$ cat config.mk
export PLATFORM = sky130hd
export DESIGN_NAME = mdu_hilo_flat
export DESIGN_NICKNAME = d
export VERILOG_FILES = /design/src/rtl/mdu_hilo_pkg.sv /design/src/rtl/mdu_hilo_if.sv /design/src/rtl/mdu_hilo_step.sv /design/src/rtl/mdu_hilo.sv /design/src/flat_wrapper.sv
export SDC_FILE = /design/constraint.sdc
export NUM_CORES = 1
export LEC_CHECK = 0
export CORE_UTILIZATION = 45
export CTS_BUF_LIST = sky130_fd_sc_hd__clkbuf_2
export CTS_CLUSTER_SIZE = 20
export DETAILED_ROUTE_END_ITERATION = 7
export PLACE_DENSITY_LB_ADDON = 0.25
export SYNTH_ARGS = -nofsm -noshare
export SYNTH_HDL_FRONTEND = slang
export SYNTH_SLANG_ARGS = --single-unit
$ cat constraint.sdc
create_clock -name clk -period 10.4 [get_ports clk]
set_input_delay 1.04 -clock clk [delete_from_list [all_inputs] [get_ports clk]]
set_output_delay 1.04 -clock clk [all_outputs]
set_load 0.02 [all_outputs]
$ cat src/rtl/mdu_hilo_pkg.sv
// Shared types and sizing constants for the HI/LO multiply/divide unit.
package mips_mdu_pkg;

   localparam int MDU_WIDTH  = 32;
   localparam int ITER_CNT_W = $clog2(MDU_WIDTH + 1);

   typedef enum logic [1:0] {
      MDU_MULT  = 2'b00,
      MDU_MULTU = 2'b01,
      MDU_DIV   = 2'b10,
      MDU_DIVU  = 2'b11
   } mdu_op_t;

   typedef enum logic [1:0] {
      IDLE = 2'd0,
      CALC = 2'd1,
      FIX  = 2'd2
   } mdu_state_t;

endpackage

$ cat src/rtl/mdu_hilo_if.sv
// Request/result bundle between the EXEC stage (master) and the multiply/divide unit (slave).
interface mdu_hilo_if #(
   parameter int WIDTH = 32
);
   logic             start;
   logic [1:0]       op;
   logic [WIDTH-1:0] rs_data;
   logic [WIDTH-1:0] rt_data;
   logic             mthi;
   logic             mtlo;
   logic [WIDTH-1:0] wdata;
   logic             busy;
   logic             done;
   logic             div_by_zero;
   logic [WIDTH-1:0] hi;
   logic [WIDTH-1:0] lo;

   modport master (
      output start, op, rs_data, rt_data, mthi, mtlo, wdata,
      input  busy, done, div_by_zero, hi, lo
   );

   modport slave (
      input  start, op, rs_data, rt_data, mthi, mtlo, wdata,
      output busy, done, div_by_zero, hi, lo
   );
endinterface

$ cat src/rtl/mdu_hilo_step.sv
// One iteration of the unit: shift-add multiply step or restoring trial-subtract divide step.
// The accumulator holds {partial_product_hi, multiplier} or {remainder, dividend/quotient}.
module mdu_step #(
   parameter int WIDTH = 32
) (
   input  logic               is_div,
   input  logic [2*WIDTH-1:0] acc_in,
   input  logic [WIDTH-1:0]   operand,
   output logic [2*WIDTH-1:0] acc_out
);
   logic [WIDTH:0] sum;
   logic [WIDTH:0] shifted;
   logic [WIDTH:0] diff;
   logic           fits;

   // Borrow out of the extended subtract means the divisor did not fit this bit.
   always_comb begin
      sum     = {1'b0, acc_in[2*WIDTH-1:WIDTH]}
              + (acc_in[0] ? {1'b0, operand} : {(WIDTH+1){1'b0}});
      shifted = acc_in[2*WIDTH-1:WIDTH-1];
      diff    = shifted - {1'b0, operand};
      fits    = ~diff[WIDTH];
      if (is_div) begin
         acc_out = {(fits ? diff[WIDTH-1:0] : shifted[WIDTH-1:0]), acc_in[WIDTH-2:0], fits};
      end else begin
         acc_out = {sum, acc_in[WIDTH-1:1]};
      end
   end
endmodule

$ cat src/rtl/mdu_hilo.sv
// Iterative multiply/divide unit owning HI/LO: magnitudes are iterated unsigned, then sign-fixed
// in a final cycle. Divide-by-zero and DIV overflow results fall out of the restoring algorithm.
module mdu_hilo
   import mips_mdu_pkg::*;
#(
   parameter int WIDTH = MDU_WIDTH
) (
   input logic       clk,
   input logic       reset_n,
   mdu_hilo_if.slave bus
);
   localparam int CNT_W = $clog2(WIDTH + 1);

   mdu_state_t         state;
   mdu_state_t         next_state;
   logic [CNT_W-1:0]   count;
   logic [2*WIDTH-1:0] acc;
   logic [2*WIDTH-1:0] step_acc;
   logic [WIDTH-1:0]   operand;
   logic [WIDTH-1:0]   hi_r;
   logic [WIDTH-1:0]   lo_r;
   logic               is_div;
   logic               neg_lo;
   logic               neg_hi;
   logic               zero_div;
   logic               done_r;
   logic               dbz_r;
   logic               busy_c;

   mdu_op_t            op_v;
   logic               start_signed;
   logic               start_div;
   logic [WIDTH-1:0]   rs_abs;
   logic [WIDTH-1:0]   rt_abs;
   logic [2*WIDTH-1:0] prod_fix;
   logic [WIDTH-1:0]   quo_fix;
   logic [WIDTH-1:0]   rem_fix;

   mdu_step #(.WIDTH(WIDTH)) u_step (
      .is_div  (is_div),
      .acc_in  (acc),
      .operand (operand),
      .acc_out (step_acc)
   );

   always_ff @(posedge clk) begin
      if (!reset_n) begin
         state <= IDLE;
      end else begin
         state <= next_state;
      end
   end

   always_comb begin
      next_state = state;
      case (state)
         IDLE:    if (bus.start) next_state = CALC;
         CALC:    if (count == CNT_W'(WIDTH - 1)) next_state = FIX;
         FIX:     next_state = IDLE;
         default: next_state = IDLE;
      endcase
   end

   always_comb begin
      busy_c = (state != IDLE);
   end

   // Operand magnitudes at start, and signed corrections applied in FIX.
   always_comb begin
      op_v         = mdu_op_t'(bus.op);
      start_signed = (op_v == MDU_MULT) || (op_v == MDU_DIV);
      start_div    = (op_v == MDU_DIV) || (op_v == MDU_DIVU);
      rs_abs       = (start_signed && bus.rs_data[WIDTH-1]) ? -bus.rs_data : bus.rs_data;
      rt_abs       = (start_signed && bus.rt_data[WIDTH-1]) ? -bus.rt_data : bus.rt_data;
      prod_fix     = neg_lo ? -acc : acc;
      quo_fix      = neg_lo ? -acc[WIDTH-1:0] : acc[WIDTH-1:0];
      rem_fix      = neg_hi ? -acc[2*WIDTH-1:WIDTH] : acc[2*WIDTH-1:WIDTH];
   end

   always_ff @(posedge clk) begin
      if (!reset_n) begin
         count    <= '0;
         acc      <= '0;
         operand  <= '0;
         hi_r     <= '0;
         lo_r     <= '0;
         is_div   <= 1'b0;
         neg_lo   <= 1'b0;
         neg_hi   <= 1'b0;
         zero_div <= 1'b0;
         done_r   <= 1'b0;
         dbz_r    <= 1'b0;
      end else begin
         done_r <= 1'b0;
         dbz_r  <= 1'b0;
         case (state)
            IDLE: begin
               if (bus.start) begin
                  count    <= '0;
                  is_div   <= start_div;
                  acc      <= {{WIDTH{1'b0}}, (start_div ? rs_abs : rt_abs)};
                  operand  <= start_div ? rt_abs : rs_abs;
                  neg_lo   <= start_signed && (bus.rs_data[WIDTH-1] ^ bus.rt_data[WIDTH-1]);
                  neg_hi   <= start_signed && start_div && bus.rs_data[WIDTH-1];
                  zero_div <= start_div && (bus.rt_data == '0);
               end else begin
                  if (bus.mthi) hi_r <= bus.wdata;
                  if (bus.mtlo) lo_r <= bus.wdata;
               end
            end
            CALC: begin
               acc   <= step_acc;
               count <= count + 1'b1;
            end
            FIX: begin
               if (is_div) begin
                  hi_r <= rem_fix;
                  lo_r <= quo_fix;
               end else begin
                  hi_r <= prod_fix[2*WIDTH-1:WIDTH];
                  lo_r <= prod_fix[WIDTH-1:0];
               end
               done_r <= 1'b1;
               dbz_r  <= zero_div;
            end
            default: ;
         endcase
      end
   end

   assign bus.busy        = busy_c;
   assign bus.done        = done_r;
   assign bus.div_by_zero = dbz_r;
   assign bus.hi          = hi_r;
   assign bus.lo          = lo_r;
endmodule
$ cat src/flat_wrapper.sv
// flat-port wrapper written by rule: the top's interface ports become plain ports
module mdu_hilo_flat import mips_mdu_pkg::*;
#(
   parameter int WIDTH = MDU_WIDTH
)
  (clk, reset_n, bus_start, bus_op, bus_rs_data, bus_rt_data, bus_mthi, bus_mtlo, bus_wdata, bus_busy, bus_done, bus_div_by_zero, bus_hi, bus_lo);
  mdu_hilo_if #(.WIDTH(WIDTH)) bus_i ();
  input logic clk;
  input logic reset_n;
  input wire logic [$bits(bus_i.start)-1:0] bus_start;
  input wire logic [$bits(bus_i.op)-1:0] bus_op;
  input wire logic [$bits(bus_i.rs_data)-1:0] bus_rs_data;
  input wire logic [$bits(bus_i.rt_data)-1:0] bus_rt_data;
  input wire logic [$bits(bus_i.mthi)-1:0] bus_mthi;
  input wire logic [$bits(bus_i.mtlo)-1:0] bus_mtlo;
  input wire logic [$bits(bus_i.wdata)-1:0] bus_wdata;
  output wire logic [$bits(bus_i.busy)-1:0] bus_busy;
  output wire logic [$bits(bus_i.done)-1:0] bus_done;
  output wire logic [$bits(bus_i.div_by_zero)-1:0] bus_div_by_zero;
  output wire logic [$bits(bus_i.hi)-1:0] bus_hi;
  output wire logic [$bits(bus_i.lo)-1:0] bus_lo;
  assign bus_i.start = bus_start;
  assign bus_i.op = bus_op;
  assign bus_i.rs_data = bus_rs_data;
  assign bus_i.rt_data = bus_rt_data;
  assign bus_i.mthi = bus_mthi;
  assign bus_i.mtlo = bus_mtlo;
  assign bus_i.wdata = bus_wdata;
  assign bus_busy = bus_i.busy;
  assign bus_done = bus_i.done;
  assign bus_div_by_zero = bus_i.div_by_zero;
  assign bus_hi = bus_i.hi;
  assign bus_lo = bus_i.lo;
  mdu_hilo #(.WIDTH(WIDTH)) u_core (.clk(clk), .reset_n(reset_n), .bus(bus_i));
endmodule
==> run summary <==
The buffers inserted during post-CTS setup optimization was 0; the proportion of synthesized area in mux cells was 8.26%. Total global routing overflow: 0. The cell count after synthesis came out at 1,925. Power spread over the standard cell area amounts to 109 nW/µm².

For the layout net count, the log shows 2,179. In this run the critical register-to-register path is launched from u_core.acc[32]. Registers are responsible for 42.1% of the overall power.

The min-delay analysis places its worst path in the category flip-flop to flip-flop. Setup violations remaining at the end of the flow were counted as 0. The most used flip-flop cell after synthesis is sky130_fd_sc_hd__dfxtp_1. The die extent in x is 183 µm. For the required time of the critical path, the log shows 11.11 ns.

The kind of end point of the critical path was a flip-flop. The tool flagged a number of max-cap violations equal to 0. Summing the areas of all and, or, nand and nor instances in the mapped netlist gives 18.5% of the synthesized area. Across every metal layer, demand over resource in global routing totals 29.7%. Summed over all nets, the half-perimeter wirelength after detailed placement is 38,300 µm. Of the total power, the share spent switching nets is 40.4%. The initial antenna violation count is 1, and the maximum vdd drop is 0.0000681 V.

Cell type with the highest aggregate area in the netlist: sky130_fd_sc_hd__dfxtp_1. For the total area of multi-input combinational cells, the log shows 10,500 µm². The maximum achievable frequency was 227 MHz. The run gives 13,700 as the number of global-route vias before repair. Dividing the detail-routed via count by the number of cells gives 6.05. Input and output buffers added on the ports amount to 169. The mapped netlist covers 14,700 µm². The die covers 33,400 µm². The cell at the root of the clock tree was sky130_fd_sc_hd__clkbuf_2.

Synthesis inferred 174 register bits. Setup repair after global routing left no endpoint under its margin. The global-route wire length before repair was 77,100 µm; the post-synthesis sequential area ratio was 23.7%. The worst path in the final design needs a cycle of 4.41 ns, including I/O delays and setup. The count of nets left with antenna violations once routing finished came out at 0.

From bottom edge to top edge, the die measures 183 µm. The worst hold path was traced through 2 stages. The detailed router finished its first iteration with 1,234 violations. The run gives 14,800 as the count of vias placed by the detailed router.

Of all nets on the critical path, the largest fanout is 36. The fraction of synthesis flops using an asynchronous set or reset pin works out to 0%. The setup TNS after final layout came out at 0 ns. Summing all flip-flop and latch instances after layout gives 3480 µm². In this run the register-to-register setup slack is 5.99 ns. For the count of cell types in the netlist, the log shows 84. In the final layout, the share of cells above drive strength 1 is 5.01%. For this design the top-level I/O count stands at 170. CTS built an H-tree with a depth of 4.

For this design the total switching power over the nets is 0.737 mW. Gates resized during post-CTS repair numbered 0. The site row count came out at 65. At the pin with the least slew margin, the transition time is 1.12 ns. Most congested layer reported by global routing: met2.

For the worst setup path, the data arrival time is 5.11 ns. In this run the mean area of a mapped cell was 7.64 µm². In the post-route analysis, the smallest setup slack over all paths is 5.99 ns. Clock skew on the completed layout was measured at 0.0407 ns. Per report_power, the combinational group accounts for 37.9% of the total. The clock input transition at the sequential cells of the worst setup and hold paths is 0.29 ns.

The internal power contribution came out at 1.09 mW. The met3 usage in global routing was 4.19%; the normalized max-slew margin was 25.1%. The filler cell count in the final layout is 3,181, and the synthesized-area fraction occupied by adder cells is 6.14%. The tools report the starting density of the core as 46.1%. The main combinational cell family by area after synthesis is compound AO/OA/AOI/OAI gates. Prior to clock tree synthesis, the placed netlist has a worst setup slack of 6.10 ns. The final layout contains routed wiring with a total length of 50,300 µm. Yosys printed 0 warnings.

By startpoint and endpoint, the worst setup path is classified as flip-flop to flip-flop. Yosys mapped a number of flops with a built-in enable equal to 0. In the finished design, the share of the clock period the worst path needs comes to 42.4%. Total clock sinks: 174.

The count of cells along the worst register-to-register path came out at 13. In the post-synthesis netlist, the biggest area contributors are sky130_fd_sc_hd__dfxtp_1 (24%), sky130_fd_sc_hd__mux2i_1 (6.8%), sky130_fd_sc_hd__xnor2_1 (6.6%). For this run, global-route usage on met1 was measured as 40.2%.

Global routing used 47.7% of the available met2 tracks. The flow ran to the end, and the final reports show no timing, DRC or antenna violations. The area growth from synthesis to layout is 14.2%. The top-area cell type share of the netlist area is 23.7%. The synthesized netlist devotes 27.8% of its cell area to compound gates. The post-detailed-route wirelength per cell was 20.5 µm; the post-synth net total was 2,099.

The run gives 0 as the final-report max-slew violation count. No sink is reached through more buffers than the 2 on the longest clock path. The run gives 17 as the TritonCTS buffer count. The path with the worst hold slack has its endpoint at u_core.operand[6]. The number of buffers added to fix hold violations after cts is 0, and the number of optimization iterations in the first detailed-route pass is 7. The core region area is 31,900 µm². In this run the most critical hold path is launched from u_core.operand[6]. TritonCTS built the clock tree.

The clock network is responsible for 20.0% of the overall power. The logs give 6.41 nW for the cell leakage power and 0.82 ns for the clock latency on the worst-skew pair. The endpoint identified for the worst register-to-register timing path is u_core.acc[48].

The worst setup path is launched from a flip-flop. The tools report the pin count of the biggest net entering global routing as 100. The synthesized netlist devotes 10.3% of its cell area to XOR and XNOR gates. After detailed routing, the number of remaining DRC violations is 0. The logs give 0.970 for the final weighted congestion of routability-driven global placement and 0 for the number of failing hold endpoints at the final stage.
## critical path, stage by stage, from the launching register on
cell	delay [ns]
sky130_fd_sc_hd__dfxtp_1	0.61
sky130_fd_sc_hd__inv_1	0.19
sky130_fd_sc_hd__fa_1	0.46
sky130_fd_sc_hd__nor2b_1	0.18
sky130_fd_sc_hd__o21ai_0	0.13
sky130_fd_sc_hd__a21oi_1	0.23
sky130_fd_sc_hd__o21bai_1	0.17
sky130_fd_sc_hd__a2111oi_4	0.46
sky130_fd_sc_hd__nor4_2	0.11
sky130_fd_sc_hd__a2111oi_4	0.59
sky130_fd_sc_hd__buf_4	0.56
sky130_fd_sc_hd__mux2_1	0.37
sky130_fd_sc_hd__a21oi_1	0.17
sky130_fd_sc_hd__nor3_2	0.06
## logic make-up after synthesis
group	count (synthesis)
AO/OA/AOI/OAI	624
XOR/XNOR	173
adder cells (fa/ha/maj)	71
buffers and inverters	195
flip-flops	174
multiplexers	119
AND/OR/NAND/NOR	569
## how the worst max path moves through the flow
stage	start	cells after the start	end	slack, ns
6_report	u_core.acc[32]	13	u_core.acc[48]	5.99
5_1_grt	u_core.acc[32]	13	u_core.acc[48]	5.57
4_1_cts	u_core.acc[32]	13	u_core.acc[48]	6.03
3_5_place_dp	u_core.acc[32]	13	u_core.acc[48]	6.10
3_3_place_gp	bus_rs_data[6]	9	u_core.acc[27]	6.17
2_1_floorplan	u_core.acc[32]	13	u_core.acc[60]	7.04
## placed cells by master, fill, tap and decap left out, types with 17 or more instances in the layout
cell / n
sky130_fd_sc_hd__nand2b_1: 18
sky130_fd_sc_hd__mux2i_1: 100
sky130_fd_sc_hd__o211ai_1: 28
sky130_fd_sc_hd__xnor2_1: 110
sky130_fd_sc_hd__dfxtp_1: 173
sky130_fd_sc_hd__a21oi_1: 161
sky130_fd_sc_hd__xor2_1: 63
sky130_fd_sc_hd__a22oi_1: 17
sky130_fd_sc_hd__nor2b_1: 28
sky130_fd_sc_hd__o21ai_0: 125
sky130_fd_sc_hd__buf_4: 17
sky130_fd_sc_hd__nor4_1: 21
sky130_fd_sc_hd__ha_1: 69
sky130_fd_sc_hd__mux2_2: 18
sky130_fd_sc_hd__o31ai_1: 26
sky130_fd_sc_hd__clkdlybuf4s50_1: 168
sky130_fd_sc_hd__a21o_1: 31
sky130_fd_sc_hd__nor3_1: 28
sky130_fd_sc_hd__nand2_1: 157
sky130_fd_sc_hd__a211oi_1: 105
sky130_fd_sc_hd__nor2_1: 193
sky130_fd_sc_hd__nand3_1: 25
sky130_fd_sc_hd__clkbuf_2: 17
sky130_fd_sc_hd__a31oi_1: 17
sky130_fd_sc_hd__inv_1: 69
## cell usage after synthesis, types with 4 or more instances
cell type,n
sky130_fd_sc_hd__xor2_1,63
sky130_fd_sc_hd__a221oi_1,6
sky130_fd_sc_hd__or4_1,12
sky130_fd_sc_hd__nand4_1,15
sky130_fd_sc_hd__clkbuf_1,98
sky130_fd_sc_hd__a211o_1,4
sky130_fd_sc_hd__o21bai_1,7
sky130_fd_sc_hd__o21ai_1,12
sky130_fd_sc_hd__a21o_1,31
sky130_fd_sc_hd__a221o_1,4
sky130_fd_sc_hd__and2_1,13
sky130_fd_sc_hd__a311oi_1,9
sky130_fd_sc_hd__o221ai_1,8
sky130_fd_sc_hd__ha_1,69
sky130_fd_sc_hd__a22oi_1,17
sky130_fd_sc_hd__nor2_1,195
sky130_fd_sc_hd__a31oi_1,17
sky130_fd_sc_hd__buf_2,5
sky130_fd_sc_hd__nand2b_1,19
sky130_fd_sc_hd__inv_1,70
sky130_fd_sc_hd__nor3_1,28
sky130_fd_sc_hd__o21a_1,15
sky130_fd_sc_hd__nand3_1,25
sky130_fd_sc_hd__a211oi_1,105
sky130_fd_sc_hd__o21ai_0,125
sky130_fd_sc_hd__o211ai_1,28
sky130_fd_sc_hd__dfxtp_1,174
sky130_fd_sc_hd__mux2i_1,100
sky130_fd_sc_hd__nor2b_1,30
sky130_fd_sc_hd__xnor2_1,110
sky130_fd_sc_hd__o31ai_1,26
sky130_fd_sc_hd__and3_1,9
sky130_fd_sc_hd__buf_1,17
sky130_fd_sc_hd__o22ai_1,5
sky130_fd_sc_hd__o41ai_1,13
sky130_fd_sc_hd__nand2_1,158
sky130_fd_sc_hd__or3_1,13
sky130_fd_sc_hd__mux2_2,18
sky130_fd_sc_hd__nor4_1,21
sky130_fd_sc_hd__a21oi_1,161
## routing by layer
metal	up-vias	routed length [µm]	share of wire, %
li1	7167	-	-
met2	569	22200	44
met4	0	1730	3.4
met1	7026	22900	46
met5	-	0	0
met3	82	3480	6.9
## layout make-up
cell class                 count  area share [%]
multi-input combinational   1556            62.3
sequential                   174            20.7
timing repair buffer         186            10.8
tap                          435            3.24
inverter                      70            1.57
clock inverter                14           0.819
clock buffer                  17           0.506
antenna                        1          0.0149
## metrics by stage
| stage | hold WS (ns) | cells | cell area, µm² | util [%] | power [mW] |
|---|---|---|---|---|---|
| final | 0.470 | 2453 | 16800 | 52.7 | 1.83 |
| after detailed placement | 0.447 | 2421 | 16600 | 52.0 | 1.46 |
| after global routing | 0.499 | 2453 | 16800 | 52.7 | 1.92 |
| after CTS | 0.474 | 2452 | 16800 | 52.7 | 1.82 |
| after global placement | 0.443 | 2421 | 16600 | 52.0 | 1.45 |
| after floorplan | 0.432 | 1925 | 14700 | - | 1.25 |
## state kept, by name, summed over array words and instances (netlist names)
name,flops
u_core.neg_hi,1
u_core.count,6
u_core.zero_div,1
u_core.bus.hi,32
u_core.bus.div_by_zero,1
u_core.state,2
u_core.operand,32
u_core.is_div,1
u_core.acc,64
u_core.neg_lo,1
u_core.bus.lo,32
u_core.bus.done,1
## power by group through the flow
stage	sequential (mW)	clock [mW]	combinational, mW
after detailed placement	0.778	0	0.683
after global placement	0.777	0	0.676
final	0.768	0.366	0.692
after CTS	0.765	0.370	0.686
after global routing	0.773	0.395	0.752
after floorplan	0.761	0	0.489
Note: power is estimated with default switching activity, not from simulation.
